**config.mk**
```make
export PLATFORM = sky130hd
export DESIGN_NAME = muldiv_arbiter
export DESIGN_NICKNAME = d
export VERILOG_FILES = /design/src/rtl/ariane_pkg.sv /design/src/rtl/muldiv_res_fifo.sv /design/src/rtl/muldiv_arbiter.sv
export SDC_FILE = /design/constraint.sdc
export NUM_CORES = 1
export LEC_CHECK = 0
export ABC_AREA = 1
export CAP_MARGIN = 40
export CORE_MARGIN = 1.5
export CORE_UTILIZATION = 34
export DETAILED_ROUTE_END_ITERATION = 10
export PLACE_DENSITY_LB_ADDON = 0.12
export SKIP_LAST_GASP = 1
export SYNTH_ARGS = -nofsm -noshare
export SYNTH_HDL_FRONTEND = slang
export SYNTH_SLANG_ARGS = --single-unit
```
**constraint.sdc**
```tcl
create_clock -name clk_i -period 4.2 [get_ports clk_i]
set_input_delay 0.84 -clock clk_i [delete_from_list [all_inputs] [get_ports clk_i]]
set_output_delay 0.84 -clock clk_i [all_outputs]
set_load 0.03 [all_outputs]
```
**src/rtl/ariane_pkg.sv**
```systemverilog
`default_nettype none
// ============================================================================
// Module   : ariane_pkg
// Purpose  : Shared types for the mul/div arbiter: FU request record, tag-table
//            entry and op classification helpers.
// Revision : 1.0 - initial release
// ============================================================================
package ariane_pkg;

    localparam int XLEN                = 32;
    localparam int TRANS_ID_BITS       = 2;
    localparam int MULDIV_NR_REQ       = 2;
    localparam int MULDIV_REQ_IDX_BITS = 4;

    typedef enum logic [4:0] {
        ADD, MUL, MULH, MULHU, MULHSU, MULW,
        DIV, DIVU, DIVW, DIVUW, REM, REMU, REMW, REMUW
    } fu_op;

    typedef struct packed {
        fu_op                     operator;
        logic [XLEN-1:0]          operand_a;
        logic [XLEN-1:0]          operand_b;
        logic [TRANS_ID_BITS-1:0] trans_id;
    } fu_data_t;

    typedef struct packed {
        logic                           valid;
        logic [MULDIV_REQ_IDX_BITS-1:0] requester;
        logic [TRANS_ID_BITS-1:0]       orig_trans_id;
    } muldiv_tag_t;

    function automatic logic is_mul_op(input fu_op op);
        return op inside {MUL, MULH, MULHU, MULHSU, MULW};
    endfunction

    function automatic logic is_div_op(input fu_op op);
        return op inside {DIV, DIVU, DIVW, DIVUW, REM, REMU, REMW, REMUW};
    endfunction

endpackage
`default_nettype wire

```
**src/rtl/muldiv_res_fifo.sv**
```systemverilog
`default_nettype none
// ============================================================================
// Module   : muldiv_res_fifo
// Purpose  : Per-requester result buffer with synchronous clear.
// Revision : 1.0 - initial release
// ============================================================================
module muldiv_res_fifo #(
    parameter int DEPTH = 2,
    parameter int WIDTH = 32
) (
    input  logic             clk,
    input  logic             rst,
    input  logic             i_clear,
    input  logic             i_push,
    input  logic [WIDTH-1:0] i_data,
    input  logic             i_pop,
    output logic             o_valid,
    output logic [WIDTH-1:0] o_data
);

    localparam int c_PTR_W = (DEPTH > 1) ? $clog2(DEPTH) : 1;
    localparam int c_CNT_W = $clog2(DEPTH + 1);

    logic [WIDTH-1:0]   r_mem [DEPTH];
    logic [c_PTR_W-1:0] r_rd_ptr;
    logic [c_PTR_W-1:0] r_wr_ptr;
    logic [c_CNT_W-1:0] r_count;
    logic               w_pop;

    function automatic logic [c_PTR_W-1:0] ptr_inc(input logic [c_PTR_W-1:0] p);
        return (p == c_PTR_W'(DEPTH - 1)) ? '0 : p + 1'b1;
    endfunction

    assign w_pop   = i_pop && (r_count != '0);
    assign o_valid = (r_count != '0);
    assign o_data  = o_valid ? r_mem[r_rd_ptr] : '0;

    always_ff @(posedge clk) begin
        if (i_push) begin
            r_mem[r_wr_ptr] <= i_data;
        end
    end

    always_ff @(posedge clk) begin
        if (rst || i_clear) begin
            r_rd_ptr <= '0;
            r_wr_ptr <= '0;
            r_count  <= '0;
        end else begin
            if (i_push) begin
                r_wr_ptr <= ptr_inc(r_wr_ptr);
            end
            if (w_pop) begin
                r_rd_ptr <= ptr_inc(r_rd_ptr);
            end
            if (i_push && !w_pop) begin
                r_count <= r_count + 1'b1;
            end else if (!i_push && w_pop) begin
                r_count <= r_count - 1'b1;
            end
        end
    end

endmodule
`default_nettype wire

```
**src/rtl/muldiv_arbiter.sv**
```systemverilog
`default_nettype none
// ============================================================================
// Module   : muldiv_arbiter
// Purpose  : Round-robin sharing of one mul/div unit between NR_REQ requesters,
//            with tag renaming and per-requester result buffering.
// Revision : 1.0 - initial release
// ============================================================================
module muldiv_arbiter
    import ariane_pkg::*;
#(
    parameter int NR_REQ    = MULDIV_NR_REQ,
    parameter int RES_DEPTH = 2
) (
    input  logic                                 clk_i,
    input  logic                                 rst_i,
    input  logic                                 flush_i,
    input  logic     [NR_REQ-1:0]                req_valid_i,
    input  fu_data_t [NR_REQ-1:0]                req_data_i,
    output logic     [NR_REQ-1:0]                req_ready_o,
    output logic     [NR_REQ-1:0]                res_valid_o,
    input  logic     [NR_REQ-1:0]                res_ready_i,
    output logic     [NR_REQ-1:0][XLEN-1:0]      res_o,
    output logic     [NR_REQ-1:0][TRANS_ID_BITS-1:0] res_trans_id_o,
    output fu_data_t                             unit_data_o,
    output logic                                 unit_valid_o,
    input  logic                                 unit_ready_i,
    output logic                                 unit_flush_o,
    input  logic     [XLEN-1:0]                  unit_result_i,
    input  logic                                 unit_valid_i,
    input  logic     [TRANS_ID_BITS-1:0]         unit_trans_id_i
);

    localparam int c_NR_TAGS  = 2 ** TRANS_ID_BITS;
    localparam int c_CREDIT_W = $clog2(RES_DEPTH + 1);
    localparam int c_PTR_W    = (NR_REQ > 1) ? $clog2(NR_REQ) : 1;
    localparam int c_RES_W    = XLEN + TRANS_ID_BITS;

    muldiv_tag_t             r_tags   [c_NR_TAGS];
    logic [c_CREDIT_W-1:0]   r_credit [NR_REQ];
    logic [c_PTR_W-1:0]      r_rr_ptr;

    logic                     w_tag_avail;
    logic [TRANS_ID_BITS-1:0] w_free_tag;
    logic [NR_REQ-1:0]        w_pop;
    logic [NR_REQ-1:0]        w_elig;
    logic [NR_REQ-1:0]        w_push;
    logic                     w_found;
    logic [c_PTR_W-1:0]       w_winner;
    logic [c_PTR_W-1:0]       w_idx;
    logic                     w_ret_ok;
    muldiv_tag_t              w_ret_tag;

    // Reset also flushes the unit so nothing stale returns afterwards.
    assign unit_flush_o = flush_i | rst_i;

    always_comb begin
        w_tag_avail = 1'b0;
        w_free_tag  = '0;
        for (int t = c_NR_TAGS - 1; t >= 0; t--) begin
            if (!r_tags[t].valid) begin
                w_tag_avail = 1'b1;
                w_free_tag  = TRANS_ID_BITS'(t);
            end
        end
    end

    // A pop this cycle frees a credit, so a full requester may issue at once.
    always_comb begin
        w_pop  = '0;
        w_elig = '0;
        for (int r = 0; r < NR_REQ; r++) begin
            w_pop[r]  = res_valid_o[r] & res_ready_i[r];
            w_elig[r] = req_valid_i[r] && w_tag_avail
                     && ((int'(r_credit[r]) - int'(w_pop[r])) < RES_DEPTH)
                     && (!is_div_op(req_data_i[r].operator) || unit_ready_i);
        end
    end

    always_comb begin
        w_found  = 1'b0;
        w_winner = '0;
        w_idx    = r_rr_ptr;
        for (int k = 0; k < NR_REQ; k++) begin
            if (!w_found && w_elig[w_idx]) begin
                w_found  = 1'b1;
                w_winner = w_idx;
            end
            w_idx = (w_idx == c_PTR_W'(NR_REQ - 1)) ? '0 : w_idx + 1'b1;
        end
        if (unit_flush_o) begin
            w_found = 1'b0;
        end
    end

    always_comb begin
        req_ready_o = '0;
        if (w_found) begin
            req_ready_o[w_winner] = 1'b1;
        end
    end

    always_comb begin
        unit_data_o          = req_data_i[w_winner];
        unit_data_o.trans_id = w_free_tag;
    end

    assign unit_valid_o = w_found;

    assign w_ret_tag = r_tags[unit_trans_id_i];
    assign w_ret_ok  = unit_valid_i && !unit_flush_o && w_ret_tag.valid;

    always_comb begin
        w_push = '0;
        for (int r = 0; r < NR_REQ; r++) begin
            w_push[r] = w_ret_ok && (w_ret_tag.requester == MULDIV_REQ_IDX_BITS'(r));
        end
    end

    always_ff @(posedge clk_i) begin
        if (rst_i) begin
            r_rr_ptr <= '0;
        end else if (w_found) begin
            r_rr_ptr <= (w_winner == c_PTR_W'(NR_REQ - 1)) ? '0 : w_winner + 1'b1;
        end
    end

    // A returning tag is never free this cycle, so clear and set cannot collide.
    always_ff @(posedge clk_i) begin
        if (unit_flush_o) begin
            for (int t = 0; t < c_NR_TAGS; t++) begin
                r_tags[t] <= '0;
            end
        end else begin
            if (w_ret_ok) begin
                r_tags[unit_trans_id_i].valid <= 1'b0;
            end
            if (w_found) begin
                r_tags[w_free_tag] <= '{valid:         1'b1,
                                        requester:     MULDIV_REQ_IDX_BITS'(w_winner),
                                        orig_trans_id: req_data_i[w_winner].trans_id};
            end
        end
    end

    always_ff @(posedge clk_i) begin
        for (int r = 0; r < NR_REQ; r++) begin
            if (unit_flush_o) begin
                r_credit[r] <= '0;
            end else if (req_ready_o[r] && !w_pop[r]) begin
                r_credit[r] <= r_credit[r] + 1'b1;
            end else if (!req_ready_o[r] && w_pop[r]) begin
                r_credit[r] <= r_credit[r] - 1'b1;
            end
        end
    end

    for (genvar r = 0; r < NR_REQ; r++) begin : g_res_fifo
        logic [c_RES_W-1:0] w_head;

        muldiv_res_fifo #(
            .DEPTH (RES_DEPTH),
            .WIDTH (c_RES_W)
        ) u_fifo (
            .clk     (clk_i),
            .rst     (rst_i),
            .i_clear (flush_i),
            .i_push  (w_push[r]),
            .i_data  ({unit_result_i, w_ret_tag.orig_trans_id}),
            .i_pop   (w_pop[r]),
            .o_valid (res_valid_o[r]),
            .o_data  (w_head)
        );

        assign res_o[r]          = w_head[c_RES_W-1:TRANS_ID_BITS];
        assign res_trans_id_o[r] = w_head[TRANS_ID_BITS-1:0];
    end

    a_ret_tag_valid : assert property (@(posedge clk_i) disable iff (rst_i)
        (unit_valid_i && !flush_i) |-> w_ret_tag.valid)
        else $error("muldiv_arbiter: result for unallocated tag %0d", unit_trans_id_i);

endmodule
`default_nettype wire

```
# After elaboration in Yosys (flattened, before gate mapping)
# Memory sizes are Yosys's and may differ from the RTL's. A register that Yosys moved wholly into a read port is not among the register bits.
# Index checks and enable logic that the tools add are counted.
[classes]
add_sub_neg = 16
mul = 0
div_mod_pow = 0
magnitude_cmp = 6
n_eq_ne = 17
n_shift = 0
n_mux = 74
bitwise = 7
reduce_logical = 46
[ops]
columns = ["op", "n"]
rows = [
  ["$mux 71", 2],
  ["$mux 34", 2],
  ["$eq 5x4->1 const B", 12],
  ["$mux 1", 51],
  ["$mux 2", 16],
  ["$logic_and 1x1->1", 22],
  ["$eq 5x3->1 const B", 4],
  ["$reduce_bool 8->1", 2],
  ["$logic_not 1->1", 12],
  ["$add 2x1->2 const B", 4],
  ["$mux 4", 2],
  ["$reduce_bool 2->1", 4],
  ["$reduce_or 4->1", 2],
  ["$sub 2x1->2 const B", 4],
  ["$add 1x1->1 const B", 6],
  ["$lt 1x2->1 const B", 3],
  ["$lt 3x3->1 const B", 2],
  ["$sub 2x1->3", 2],
  ["$or 1x1->1", 5],
  ["$eq 4x1->1 const B", 1],
  ["$logic_not 4->1", 1],
  ["$logic_or 1x1->1", 3],
  ["$and 1x1->1", 2],
  ["$demux 1 s1", 1],
  ["$ge 1x1->1 const B", 1],
]
[word_totals]
ff_bits = 9
latch_bits = 0
ramBits = 156
rom_bits = 0
out_inout_bits = 145
word_cells = 177
mem_count = 4
[mem_list]
columns = ["memory", "depth", "word_bits", "rd", "rd_clocked_by_memory_dff", "wr", "line_no", "text"]
rows = [
  ["g_res_fifo[0].u_fifo.r_mem", 2, 34, 1, 1, 1, "muldiv_res_fifo.sv:24", "logic [WIDTH-1:0] r_mem [DEPTH];"],
  ["g_res_fifo[1].u_fifo.r_mem", 2, 34, 1, 1, 1, "muldiv_res_fifo.sv:24", ""],
  ["r_tags", 4, 4, 5, 0, 4, "muldiv_arbiter.sv:38", "muldiv_tag_t r_tags [c_NR_TAGS];"],
  ["r_credit", 2, 2, 2, 0, 2, "muldiv_arbiter.sv:39", "logic [c_CREDIT_W-1:0] r_credit [NR_REQ];"],
]

# Depth between registers and ports, before layout
# An unclocked memory read counts as a cell.
[logic_depth]
word_depth = 26
depth_mapped = 13
ltp_nobuf = 13

# Modules after synthesis
# Synthesis repeated with hierarchy kept, for this count alone.
[unflattened]
cells_unflattened = 822
area_unflattened_um2 = 7748.7
[by_module_without_submodules]
columns = ["mod", "instances", "cells_each", "area_per_inst_um2", "seq_area_each_um2"]
rows = [
  ["muldiv_res_fifo", 2, 218, 2783.9, 2142.1],
  ["muldiv_arbiter", 1, 386, 2180.8, 580.6],
]

# Worst setup path after synthesis
# OpenSTA, ideal clock, no wires.
[synth_path]
path_kind = "input-to-reg"
start = "input unit_trans_id_i[0]"
end = "memory g_res_fifo[0].u_fifo.r_mem[1][0] (netlist name), enable pin"
setup_time_ns = 0.427
arrival_time_ns = 3.069
path_slack_ns = 0.704
path_stages = 6
path_buffers = 1
cell_sequence = "clkbuf_1 a21oi_1 o21ai_0 a21oi_2 nand2_1 nor2_1"
[synth_via]
elab_chain_cells = 5
[synth_rtl]
columns = ["item", "line_no", "text"]
rows = [
  ["start: declaration", "muldiv_arbiter.sv:30", "input logic [TRANS_ID_BITS-1:0] unit_trans_id_i"],
  ["$mem_v2 4x4 *", "-", ""],
  ["$logic_not 4->1 or $logic_and 1x1->1 (tied branches)", "muldiv_arbiter.sv:115, muldiv_arbiter.sv:110", ""],
  ["$logic_and 1x1->1 *", "muldiv_arbiter.sv:115", "w_push[r] = w_ret_ok && (w_ret_tag.requester == MULDIV_REQ_IDX_BITS'(r));"],
  ["$mux 1 *", "muldiv_res_fifo.sv:39", "if (i_push) begin"],
  ["$mux 1 (not written as such) *", "muldiv_res_fifo.sv:40", "r_mem[r_wr_ptr] <= i_data;"],
  ["end: declaration", "muldiv_res_fifo.sv:24", ""],
]
# Every way passes the cells marked *; elsewhere a longest branch is shown, timed or not.

==> impl_metrics.csv <==
group,metric,value,unit
timing,tightest_slew,0.767,ns
run,maxCapViolCount,0,
worst_setup_path,crit_chain,"inv_2 > nand2_4 > clkinv_1 > buf_4 > a21oi_1 > clkdlybuf4s50_1",
clocking,htree_levels,4,
timing,finalHoldViolations,0,
worst_setup_path,end_kind,"primary output",
route,num_vias,6645,
synth,ys_seq_elements,167,
timing,slew_violations,0,
route,dr.pass1.iters,8,
pwr,p_leak,4.88,nW
pwr,vdd_drop_max,0.240,mV
worst_setup_path,crit_arrival,2.82,ns
clocking,cts_tree,"built",
placed_design,port_buffers,329,
timing,finalCriticalPeriod,3.66,ns
placed_design,dp_hpwl,19300,um
worst_setup_path,path_class,"flop to primary output",
worst_setup_path,slowest_delay,0.74,ns
timing,setup_tns,0,ns
synth,synth_area_leaders,"edfxtp_1 59%, nand2_1 19%, a21oi_1 5.2%, dfxtp_1 3.9%, nor2_1 1.9%",
clocking,post_cts_resized,0,
route,avgRoutedWirePerCell,17.8,um
route,drt_iter0_markers,297,
min_path,holdCritPathClass,"flop to flop",
worst_setup_path,critPathBufInv,4,
timing,fin_skew,0.0121,ns
clocking,cts.clk_slew.worst_paths,0.07,ns
pwr,fin_total_pwr,4.23,mW
clocking,cts-buffers-inserted,17,
pwr,power.density,347,mW/mm^2
outcome,status,"finished, violations left",
route,drt.antenna.violating_nets,0,
cells_and_area,drive_gt1_share,13.1,%
worst_setup_path,required,3.36,ns
floorplanning,rows,54,
clocking,clock-root-buffer,"clkbuf_16",
timing,setup_violations,0,
global_routing,grtUsageMet2,39.2,%
timing,period_share,87.3,%
global_routing,grt.busiest_layer,"met2",
worst_setup_path,critPathTopFamily,"buffers and inverters",
global_routing,grtUsageMet3,5.10,%
placed_design,placed_area,0.0116,mm^2
synth,synth_fp_nets,993,
synth,netlist_area,0.00768,mm^2
clocking,postCtsSetupRepairBufs,0,
timing,rsz0062_at_grt,"no",
placed_design,gp_congestion,0.925,
global_routing,grt-ovfl-total,0,
worst_setup_path,startpoint_type,"flop",
timing,whs,0.459,ns
global_routing,antenna_found_initial,4,
global_routing,grt_max_degree,85,
synth,postSynthAreaPerCell,9.52,um^2
cells_and_area,final_area,0.0122,mm^2
clocking,clk_latency,0.42,ns
outcome,violations,"design-rule violations",
floorplanning,die_area,0.0235,mm^2
floorplanning,start_util,35.0,%
route,drc,10,
clocking,ctsHoldBuffers,0,
clocking,cts_max_path_buffers,2,
timing,clock.fmax,0.273,GHz
route,drt-total-wl,25400,um
synth,seq_area_frac_synth,63.4,%
timing,slew_headroom,48.6,%
cells_and_area,synthToLayoutAreaGrowth,58.4,%
cells_and_area,fin_nets,1319,
floorplanning,dieWidth,153,um
floorplanning,core,0.0220,mm^2
global_routing,grtUsageMet1,24.9,%
worst_setup_path,path_max_fanout,21,
global_routing,grt_pass1_wl,38300,um
synth,yosys_warnings,0,
synth,yosysTopAreaCell,"edfxtp_1",
worst_setup_path,critPathSlowestCell,"clkdlybuf4s50_1",
synth,yosysTopAreaCellShare,59.5,%
synth,synthCells,806,
synth,synth.distinct_cells,28,
clocking,cts_sinks,167,
floorplanning,num_io_pins,330,
global_routing,grtUsageTotal,21.9,%
floorplanning,die_height,153,um
global_routing,grt_pass1_vias,6365,
route,routed_via_density,4.65,
-- sequential cells by signal, indices dropped and copies added (netlist names), named ones only --
register                    count
g_res_fifo.u_fifo.r_wr_ptr      2
r_rr_ptr                        1
r_tags                         16
r_credit                        4
g_res_fifo.u_fifo.r_mem       136
g_res_fifo.u_fifo.r_count       4
g_res_fifo.u_fifo.r_rd_ptr      2
-- placed cells by master, fill, tap and decap left out --
cell	instances
nand2_1	383
clkdlybuf4s50_1	255
edfxtp_1	152
a21oi_1	80
buf_4	52
buf_12	39
nor2_1	35
inv_1	25
o21ai_0	18
clkbuf_16	17
dfxtp_1	15
nand3_1	13
nand2_4	5
clkinv_1	5
nor2_4	5
nand4_1	5
inv_6	5
diode_2	4
nand3_2	4
xor2_1	4
inv_2	3
clkinvlp_4	3
clkinv_4	3
nand2_2	2
o22ai_1	2
o21ai_2	2
ha_1	2
clkinv_2	2
buf_16	2
a21oi_2	1
a21oi_4	1
nand4_2	1
inv_4	1
mux2i_1	1
bufinv_16	1
inv_8	1
-- Yosys cell counts --
library cell    n
buf_2           4
nor2_1         39
o22ai_1         2
clkbuf_1       23
a21oi_1        80
clkinv_1        5
buf_6          11
nand2_2         2
o21ai_0        18
edfxtp_1      152
a21oi_2         1
dfxtp_1        15
a21oi_4         1
mux2i_1         1
inv_4           1
nand3_1        13
ha_1            2
o21ai_2         2
nand4_1         5
inv_2           3
nand2_4         5
nand4_2         1
nand3_2         4
nor2_4          1
inv_1          25
buf_4           3
xor2_1          4
nand2_1       383
-- logic make-up after synthesis --
family,share of synthesized area (%)
xor+xnor,0.456
flops,63.4
fa+ha+maj,0.326
buf+inv,4.99
mux,0.130
compound gates,7.11
simple gates,23.6
-- metal layers --
| metal | share of wire (%) | vias up | wire length (um) |
|---|---|---|---|
| li1 | - | 3315 | - |
| met1 | 37 | 3053 | 9510 |
| met2 | 53 | 242 | 13400 |
| met3 | 6.3 | 35 | 1610 |
| met4 | 3.5 | 0 | 899 |
| met5 | 0 | - | 0 |
-- final cells by class --
type                            instances  area, um^2
Multi-Input combinational cell        564        2460
Timing Repair Buffer                  348        3780
Sequential cell                       167        4860
Tap cell                              280         350
Fill cell                            1932        9800
Clock inverter                         15         144
Antenna cell                            4        10.0
Inverter                               34         130
Clock buffer                           17         425
-- power breakdown --
part	switching, mW	internal [mW]	leakage [nW]	total (mW)
Sequential	0.00817	1.83	1.52	1.84
Clock	0.648	0.829	0.273	1.48
Combinational	0.477	0.433	3.08	0.910
-- final timing paths --
path	slack, ns	to	depth (start not counted)	startpoint
min reg2reg	0.46	g_res_fifo[1].u_fifo.r_rd_ptr	1	g_res_fifo[1].u_fifo.r_rd_ptr
min	0.46	g_res_fifo[1].u_fifo.r_rd_ptr	1	g_res_fifo[1].u_fifo.r_rd_ptr
max	0.54	res_o[53]	6	g_res_fifo[1].u_fifo.r_count[0]
max reg2reg	2.11	g_res_fifo[1].u_fifo.r_count[1]	11	r_tags[1][3]
-- stage by stage --
step | util (%) | instances | setup WS, ns
after floorplan | - | 806 | 0.704
after global placement | 52.5 | 1391 | 0.577
after detailed placement | 52.7 | 1393 | 0.578
after CTS | 55.3 | 1425 | 0.475
after global routing | 55.4 | 1429 | 0.327
final | 55.4 | 1429 | 0.535
(Power assumes the default switching activity.)
